$ cat src/rtl/rhs_seq_ctrl.sv
// Frame sequencer for two RHS stimulation/recording chips sharing one SPI master.
// Optional WAIT_RX watchdog is enabled by defining RHS_SEQ_TIMEOUT_EN.
module rhs_seq_ctrl #(
  parameter int WORD_LENGTH = 32,
  parameter int N_CH        = 16,
  parameter int TIMEOUT     = 255
) (
  input  logic                   clk,
  input  logic                   reset,
  input  logic                   start,
  input  logic                   continuous,
  input  logic                   stop,
  output logic                   busy,
  output logic                   frame_done,
  output logic                   err,
  output logic                   spi_data_v,
  input  logic                   spi_ready,
  input  logic                   spi_data_out_v,
  output logic [WORD_LENGTH-1:0] spi_cmd_1,
  output logic [WORD_LENGTH-1:0] spi_cmd_2,
  input  logic [WORD_LENGTH-1:0] spi_rx_1,
  input  logic [WORD_LENGTH-1:0] spi_rx_2,
  output logic                   sample_v,
  output logic [3:0]             sample_ch,
  output logic [15:0]            sample_1,
  output logic [15:0]            sample_2
);

  typedef enum logic [1:0] {
    S_IDLE    = 2'd0,
    S_ISSUE   = 2'd1,
    S_WAIT_RX = 2'd2,
    S_EMIT    = 2'd3
  } state_t;

  localparam logic [4:0]             LAST_SLOT = 5'(N_CH + 1);
  localparam logic [WORD_LENGTH-1:0] FLUSH_CMD = WORD_LENGTH'(32'hC0FF_0000);

  // Slots below N_CH convert their own channel; the two trailing slots flush the pipeline.
  function automatic logic [WORD_LENGTH-1:0] slot_cmd(input logic [4:0] slot);
    logic [WORD_LENGTH-1:0] cmd;
    if (slot < 5'(N_CH)) begin
      cmd = WORD_LENGTH'({10'd0, 1'b0, slot, 16'd0});
    end else begin
      cmd = FLUSH_CMD;
    end
    return cmd;
  endfunction

  state_t                   state_q;
  logic [4:0]               slot_q;
  logic                     stop_q;
  logic                     busy_q;
  logic                     frame_done_q;
  logic                     spi_data_v_q;
  logic [WORD_LENGTH-1:0]   spi_cmd_q;
  logic                     sample_v_q;
  logic [3:0]               sample_ch_q;
  logic [15:0]              sample_1_q;
  logic [15:0]              sample_2_q;

`ifdef RHS_SEQ_TIMEOUT_EN
  localparam int             WD_W     = (TIMEOUT > 1) ? $clog2(TIMEOUT) : 1;
  localparam logic [WD_W-1:0] WD_LIMIT = WD_W'(TIMEOUT - 1);
  logic [WD_W-1:0] wd_cnt_q;
  logic            err_q;
`endif

  // Sequencer FSM with all outputs registered.
  always_ff @(posedge clk or negedge reset) begin
    if (!reset) begin
      state_q      <= S_IDLE;
      slot_q       <= 5'd0;
      stop_q       <= 1'b0;
      busy_q       <= 1'b0;
      frame_done_q <= 1'b0;
      spi_data_v_q <= 1'b0;
      spi_cmd_q    <= '0;
      sample_v_q   <= 1'b0;
      sample_ch_q  <= 4'd0;
      sample_1_q   <= 16'd0;
      sample_2_q   <= 16'd0;
`ifdef RHS_SEQ_TIMEOUT_EN
      wd_cnt_q     <= '0;
      err_q        <= 1'b0;
`endif
    end else begin
      frame_done_q <= 1'b0;
      sample_v_q   <= 1'b0;
`ifdef RHS_SEQ_TIMEOUT_EN
      err_q        <= 1'b0;
`endif
      if (state_q != S_IDLE && stop) begin
        stop_q <= 1'b1;
      end
      case (state_q)
        S_IDLE: begin
          if (start) begin
            state_q      <= S_ISSUE;
            slot_q       <= 5'd0;
            busy_q       <= 1'b1;
            spi_data_v_q <= 1'b1;
            spi_cmd_q    <= slot_cmd(5'd0);
          end
        end
        S_ISSUE: begin
          if (spi_ready) begin
            state_q      <= S_WAIT_RX;
            spi_data_v_q <= 1'b0;
`ifdef RHS_SEQ_TIMEOUT_EN
            wd_cnt_q     <= '0;
`endif
          end
        end
        S_WAIT_RX: begin
          if (spi_data_out_v) begin
            state_q <= S_EMIT;
            // Results lag commands by two slots, so the first two responses are discarded.
            if (slot_q >= 5'd2) begin
              sample_v_q   <= 1'b1;
              sample_ch_q  <= 4'(slot_q - 5'd2);
              sample_1_q   <= spi_rx_1[15:0];
              sample_2_q   <= spi_rx_2[15:0];
              frame_done_q <= (slot_q == LAST_SLOT);
            end
          end
`ifdef RHS_SEQ_TIMEOUT_EN
          else if (wd_cnt_q == WD_LIMIT) begin
            state_q <= S_IDLE;
            slot_q  <= 5'd0;
            busy_q  <= 1'b0;
            stop_q  <= 1'b0;
            err_q   <= 1'b1;
          end else begin
            wd_cnt_q <= wd_cnt_q + WD_W'(1);
          end
`endif
        end
        S_EMIT: begin
          if (slot_q != LAST_SLOT) begin
            state_q      <= S_ISSUE;
            slot_q       <= slot_q + 5'd1;
            spi_data_v_q <= 1'b1;
            spi_cmd_q    <= slot_cmd(slot_q + 5'd1);
          end else if (continuous && !stop_q && !stop) begin
            state_q      <= S_ISSUE;
            slot_q       <= 5'd0;
            spi_data_v_q <= 1'b1;
            spi_cmd_q    <= slot_cmd(5'd0);
          end else begin
            state_q <= S_IDLE;
            slot_q  <= 5'd0;
            busy_q  <= 1'b0;
            stop_q  <= 1'b0;
          end
        end
        default: begin
          state_q      <= S_IDLE;
          slot_q       <= 5'd0;
          busy_q       <= 1'b0;
          stop_q       <= 1'b0;
          spi_data_v_q <= 1'b0;
        end
      endcase
    end
  end

  assign busy       = busy_q;
  assign frame_done = frame_done_q;
  assign spi_data_v = spi_data_v_q;
  assign spi_cmd_1  = spi_cmd_q;
  assign spi_cmd_2  = spi_cmd_q;
  assign sample_v   = sample_v_q;
  assign sample_ch  = sample_ch_q;
  assign sample_1   = sample_1_q;
  assign sample_2   = sample_2_q;

`ifdef RHS_SEQ_TIMEOUT_EN
  assign err = err_q;
`else
  assign err = 1'b0;
`endif

  // Upper response bits carry no ADC data.
  logic unused_s;
  assign unused_s = ^{spi_rx_1[WORD_LENGTH-1:16], spi_rx_2[WORD_LENGTH-1:16], 32'(TIMEOUT)};

endmodule
$ cat config.mk
export PLATFORM = sky130hd
export DESIGN_NAME = rhs_seq_ctrl
export DESIGN_NICKNAME = d
export VERILOG_FILES = /design/src/rtl/rhs_seq_ctrl.sv
export SDC_FILE = /design/constraint.sdc
export NUM_CORES = 1
export LEC_CHECK = 0
export ABC_AREA = 1
export CORE_AREA = 2 2 91 93
export CTS_CLUSTER_DIAMETER = 30
export DETAILED_ROUTE_END_ITERATION = 12
export DIE_AREA = 0 0 93 95
export PLACE_DENSITY = 0.76
export SYNTH_ARGS = -nofsm -noshare
export SYNTH_HDL_FRONTEND = slang
export SYNTH_SLANG_ARGS = --single-unit
$ cat constraint.sdc
create_clock -name clk -period 1.6 [get_ports clk]
set_input_delay 0.16 -clock clk [delete_from_list [all_inputs] [get_ports clk]]
set_output_delay 0.16 -clock clk [all_outputs]
set_load 0.01 [all_outputs]
Word level (Yosys, flattened, before mapping)
Index checks and enable logic that the tools add are counted.
{"block": "totals", "regBits": 80, "latch_bits": 0, "mem_bits_rw": 0, "rom_bits": 0, "in_bits": 71, "output_inout_bits": 105, "word_cells": 73, "memories": 0}
{"block": "op_classes", "n_addsub": 2, "mul": 0, "n_div": 0, "magnitude_cmp": 2, "n_eq_ne": 11, "n_shift": 0, "muxes": 32, "bitwise": 0, "reduce_logical": 15}
{"cell": "32-bit two-way mux", "count": 4}
{"cell": "32-bit case mux with 2 select lines", "count": 1}
{"cell": "1-bit two-way mux", "count": 18}
{"cell": "5-bit two-way mux", "count": 2}
{"cell": "2-bit != test (second input constant)", "count": 5}
{"cell": "5-bit case mux with 2 select lines", "count": 1}
{"cell": "3-bit AND reduction", "count": 3}
{"cell": "2-bit case mux with 4 select lines", "count": 1}
{"cell": "4-bit AND reduction", "count": 2}
{"cell": "2-bit two-way mux", "count": 3}
{"cell": "5-bit by 1-bit adder with 5-bit output (second input constant)", "count": 1}
{"cell": "5-bit == test (second input constant)", "count": 1}
{"cell": "5-bit by 2-bit greater-or-equal comparator with 1-bit output (second input constant)", "count": 1}
{"cell": "5-bit < comparator (second input constant)", "count": 1}
{"cell": "5-bit != test (second input constant)", "count": 1}
{"cell": "2-bit == test (second input constant)", "count": 2}
{"cell": "2-bit nonzero test", "count": 2}
{"cell": "4-bit by 2-bit subtractor with 4-bit output (second input constant)", "count": 1}
{"cell": "1-bit logical AND", "count": 3}
{"cell": "3-bit != test (second input constant)", "count": 1}
{"cell": "1-bit case mux with 3 select lines", "count": 1}
{"cell": "3-bit nonzero test", "count": 1}
{"cell": "2-bit by 1-bit == test with 1-bit output (second input constant)", "count": 1}
{"cell": "1-bit logical NOT", "count": 2}
{"cell": "other kinds (3)", "count": 3}

Logic depth before layout (Yosys ltp)
Gate-level depths: netlist of run 1.
{"block": "logic_depth", "ltp_word": 6, "ltp_mapped": 9, "depth_no_buf": 9}

Worst setup path before layout of run 1
Ideal clock, no wire load.
{"block": "synth_path", "kind": "register to register", "startpoint": "reg state_q[0]", "endpoint": "reg spi_cmd_q[16] (netlist: spi_cmd_1[16])", "setup_ps": 116, "t_arrival_ps": 1264, "required_time_ps": 1484, "slack_ps": 220, "path_stages_with_launch": 9, "n_path_buf": 1, "synth_period_minus_slack_ps": 1380, "cell_sequence": "dfrtp_1 ha_1 buf_2 o21ai_0 inv_1 nand2_2 inv_2 nand2_1 nand2_1"}
{"block": "synth_via", "elab_chain_cells": 3, "elab_cells_between_ends": 7, "cone_classes": "eq/ne: 3; mux: 1; reduce/logical: 3"}
{"item": "start, declared", "line_no": "50", "text": "state_t state_q;"}
{"item": "start signal, assigned", "line_no": "72", "text": "state_q <= S_IDLE;"}
{"item": "start signal, assigned", "line_no": "99", "text": "state_q <= S_ISSUE;"}
{"item": "start signal, assigned", "line_no": "108", "text": "state_q <= S_WAIT_RX;"}
{"item": "2-bit == test / 2-bit logical NOT (equally long branches)", "line_no": "96", "text": "case (state_q)"}
{"item": "3-bit != test (no source line) (tied with other cells)"}
{"item": "3-bit AND reduction (no source line)"}
{"item": "end signal, assigned", "line_no": "103", "text": "spi_cmd_q <= slot_cmd(5'd0);"}
{"item": "end signal, assigned", "line_no": "144", "text": "spi_cmd_q <= slot_cmd(slot_q + 5'd1);"}
{"item": "end signal, assigned", "line_no": "149", "text": "spi_cmd_q <= slot_cmd(5'd0);"}
{"item": "end, declared", "line_no": "56", "text": "logic [WORD_LENGTH-1:0] spi_cmd_q;"}
Parallel ways exist; a longest one is shown, timed or not.
A chain may end at the register's enable or synchronous reset.

==> flow_summary.ini, run 1 <==
[outcome]
status = completed

[clock_network]
cts_sinks = 53
clk_pin_slew_ps = 100
cts_root_buf = clkbuf_8
clockBufferDepth = 2
cts_tree = built
htreeDepth = 2
clkLatencyLatePin_ps = 300
cts_buffers = 5

[timing]
min_period_ps = 1510
slew_violations = 0
totalNegativeSetupSlack_ps = 0
setup_viol = 0
tightest_slew_ps = 518
hold_viol_final = 0
finalCritPeriodShare = 0.946
max_slew_margin = 0.655
fmax_ghz = 0.661
fin_skew_ps = 7.77

[setup_path]
cp-startpoint = spi_cmd_1[30]
worst-path-max-fanout = 13
crit_type = flip-flop to output pin
cp_slowest_cell = clkdlybuf4s50_1
cp_cell_sequence = clkdlybuf4s50_1
critPathTopFamily = buffers and inverters
slowest_delay_ps = 580
regToRegStartpoint = state_q[0]
critPathBufInv = 1
cp-start-kind = flip-flop
crit_required_ps = 1440
cp-end-kind = output pin
arrival_ps = 1350

[place]
gp_congestion = 0.810
port_buffers = 98
dp_hpwl_um = 4430
placed_area_um2 = 3610

[yosys]
synth_top_family_by_area = simple AND/OR/NAND/NOR gates
yosysUniqueCellTypes = 23
ys_warn_count = 0
synth_compound_area_frac = 0.0338
synth_seq_cells = 53
synth_area_per_cell_um2 = 8.37
syn_area_um2 = 2810
synth_xor_area_frac = 0.00623
syn-instance-count = 336
ys_seq_area_frac = 0.472
synth-simple-area-share = 0.230
synthMuxAreaShare = 0
synthAdderAreaFrac = 0.0401

[pwr]
power_leakage_nw = 1.94
vdd_drop_max_v = 0.000615
power_density_nw_per_um2 = 1510

[layout]
final_core_util = 0.477
final_cell_area_um2 = 3780
drive_above_1_share = 0.0659
syn2layout_area_growth_pct = 34.5
fillers = 761
antennaDiodeCount = 0
fin_nets = 504

[grt]
grt_max_degree = 34
grt_pass1_wl_um = 8910
overflow = 0
grt_pass1_vias = 1963
antenna_found_initial = 0
track_usage = 0.127

[drt]
viasPerCell = 4.14
ant_nets = 0
wire_per_inst_um = 10.8
first_pass_iters = 4
drt_wl_total_um = 5730
vias = 2192
drcViolationCount = 0
drt_iter0_drc = 72

[floorplan]
die_area_um2 = 8840
io-pin-count = 176
start_util = 0.355
core_area_um2 = 7930
die_w_um = 93
fp-row-count = 33
die_y_um = 95

[run]
drv_cap = 0

[hold_path]
hp-class = input port to async pin
cell type report:
cell class / count / area (µm²) / share of cell area
sequential: 53 / 1330 / 0.351
timing repair buffer: 107 / 1060 / 0.280
multi-input combinational: 238 / 1050 / 0.277
tap: 105 / 131 / 0.0347
inverter: 19 / 76.3 / 0.0202
clock buffer: 5 / 68.8 / 0.0182
clock inverter: 3 / 68.8 / 0.0182
sequential cells by signal, summed over array words and instances, names as in the netlist:
name	flops
sample_1	16
sample_2	16
slot_q	5
spi_cmd_1	5
sample_ch	4
state_q	2
busy	1
frame_done	1
sample_v	1
spi_data_v	1
stop_q	1
through the flow:
step,hold WS [ps],total power [W],cells,setup WS [ps]
floorplan,-136,0.00340,380,220
global placement,157,0.00456,520,140
detailed placement,163,0.00464,520,64.1
CTS,357,0.00575,529,39.6
global route,377,0.00615,530,-3.58
finish,348,0.00570,530,86.2
report_power, final:
group | leakage, nW | internal, W | switching, W
registers | 0.673 | 0.00184 | 0.000281
logic | 1.20 | 0.00131 | 0.00119
clock network | 0.0687 | 0.000630 | 0.000453
timing repair:
item,CTS,global route
hold buffers,1,0
gates resized for setup,1,6
endpoints found under the hold margin,20,0
setup buffers,0,1
pin swaps,0,1
setup endpoints to repair,12,19
cells by family after synthesis:
logic type	after synthesis
AO/OA/AOI/OAI	19
XOR/XNOR	2
adder cells (fa/ha/maj)	9
buffers and inverters	89
flip-flops	53
other	1
AND/OR/NAND/NOR	163
final timing paths:
check	endpoint	slack, ps	cells past startpoint
worst max-delay path	spi_cmd_2[20]	90	1
worst min-delay path	state_q[0]	350	2
worst max register to register	spi_cmd_1[18]	140	9
worst min register to register	sample_1[12]	490	2
max in group asynchronous	spi_cmd_1[30]	690	3
min in group clk	sample_2[3]	380	3
placed cells by master, fill, tap and decap left out, types with 2 or more instances in the layout:
| master | count |
|---|---|
| buf_4 | 7 |
| bufinv_16 | 2 |
| clkbuf_8 | 5 |
| clkdlybuf4s50_1 | 97 |
| conb_1 | 45 |
| dfrtp_1 | 51 |
| dfrtp_2 | 2 |
| ha_1 | 8 |
| inv_1 | 16 |
| inv_2 | 2 |
| inv_6 | 2 |
| nand2_1 | 142 |
| nand3_1 | 7 |
| nand3_2 | 2 |
| nor2_1 | 7 |
| o21ai_0 | 13 |
| o21ai_1 | 5 |
synthesized netlist by cell type:
master / count / area (µm²)
a21oi_1: 1 / 5.00
buf_2: 2 / 10.0
buf_4: 64 / 480
buf_6: 4 / 45.0
conb_1: 1 / 3.75
dfrtp_1: 53 / 1330
ha_1: 9 / 113
inv_1: 17 / 63.8
inv_2: 1 / 3.75
inv_4: 1 / 6.26
nand2_1: 142 / 533
nand2_2: 1 / 6.26
nand2_4: 1 / 11.3
nand3_1: 8 / 40.0
nand3_2: 1 / 10.0
nand3b_1: 1 / 7.51
nand4_1: 1 / 6.26
nor2_1: 7 / 26.3
nor2_2: 1 / 6.26
o21ai_0: 14 / 70.1
o21ai_1: 4 / 20.0
xnor2_1: 1 / 8.76
xor2_1: 1 / 8.76
layer usage:
metal	vias to the layer above	track usage	wire, µm
met5	-	0	0
met4	0	0.0441	74
met3	4	0.0359	431
met2	90	0.227	2830
met1	1006	0.146	2390
li1	1092	-	-
No activity file was read; power rests on OpenSTA's default activity.
==> inputs of run 2 (changes only) <==
--- a/config.mk
+++ b/config.mk
@@ -11,6 +11,7 @@
 export DETAILED_ROUTE_END_ITERATION = 12
 export DIE_AREA = 0 0 93 95
 export PLACE_DENSITY = 0.76
+export SLEW_MARGIN = 10
 export SYNTH_ARGS = -nofsm -noshare
 export SYNTH_HDL_FRONTEND = slang
 export SYNTH_SLANG_ARGS = --single-unit
==> results of run 2 <==
The final DEF is identical to that of run 1; final timing and power are the same.
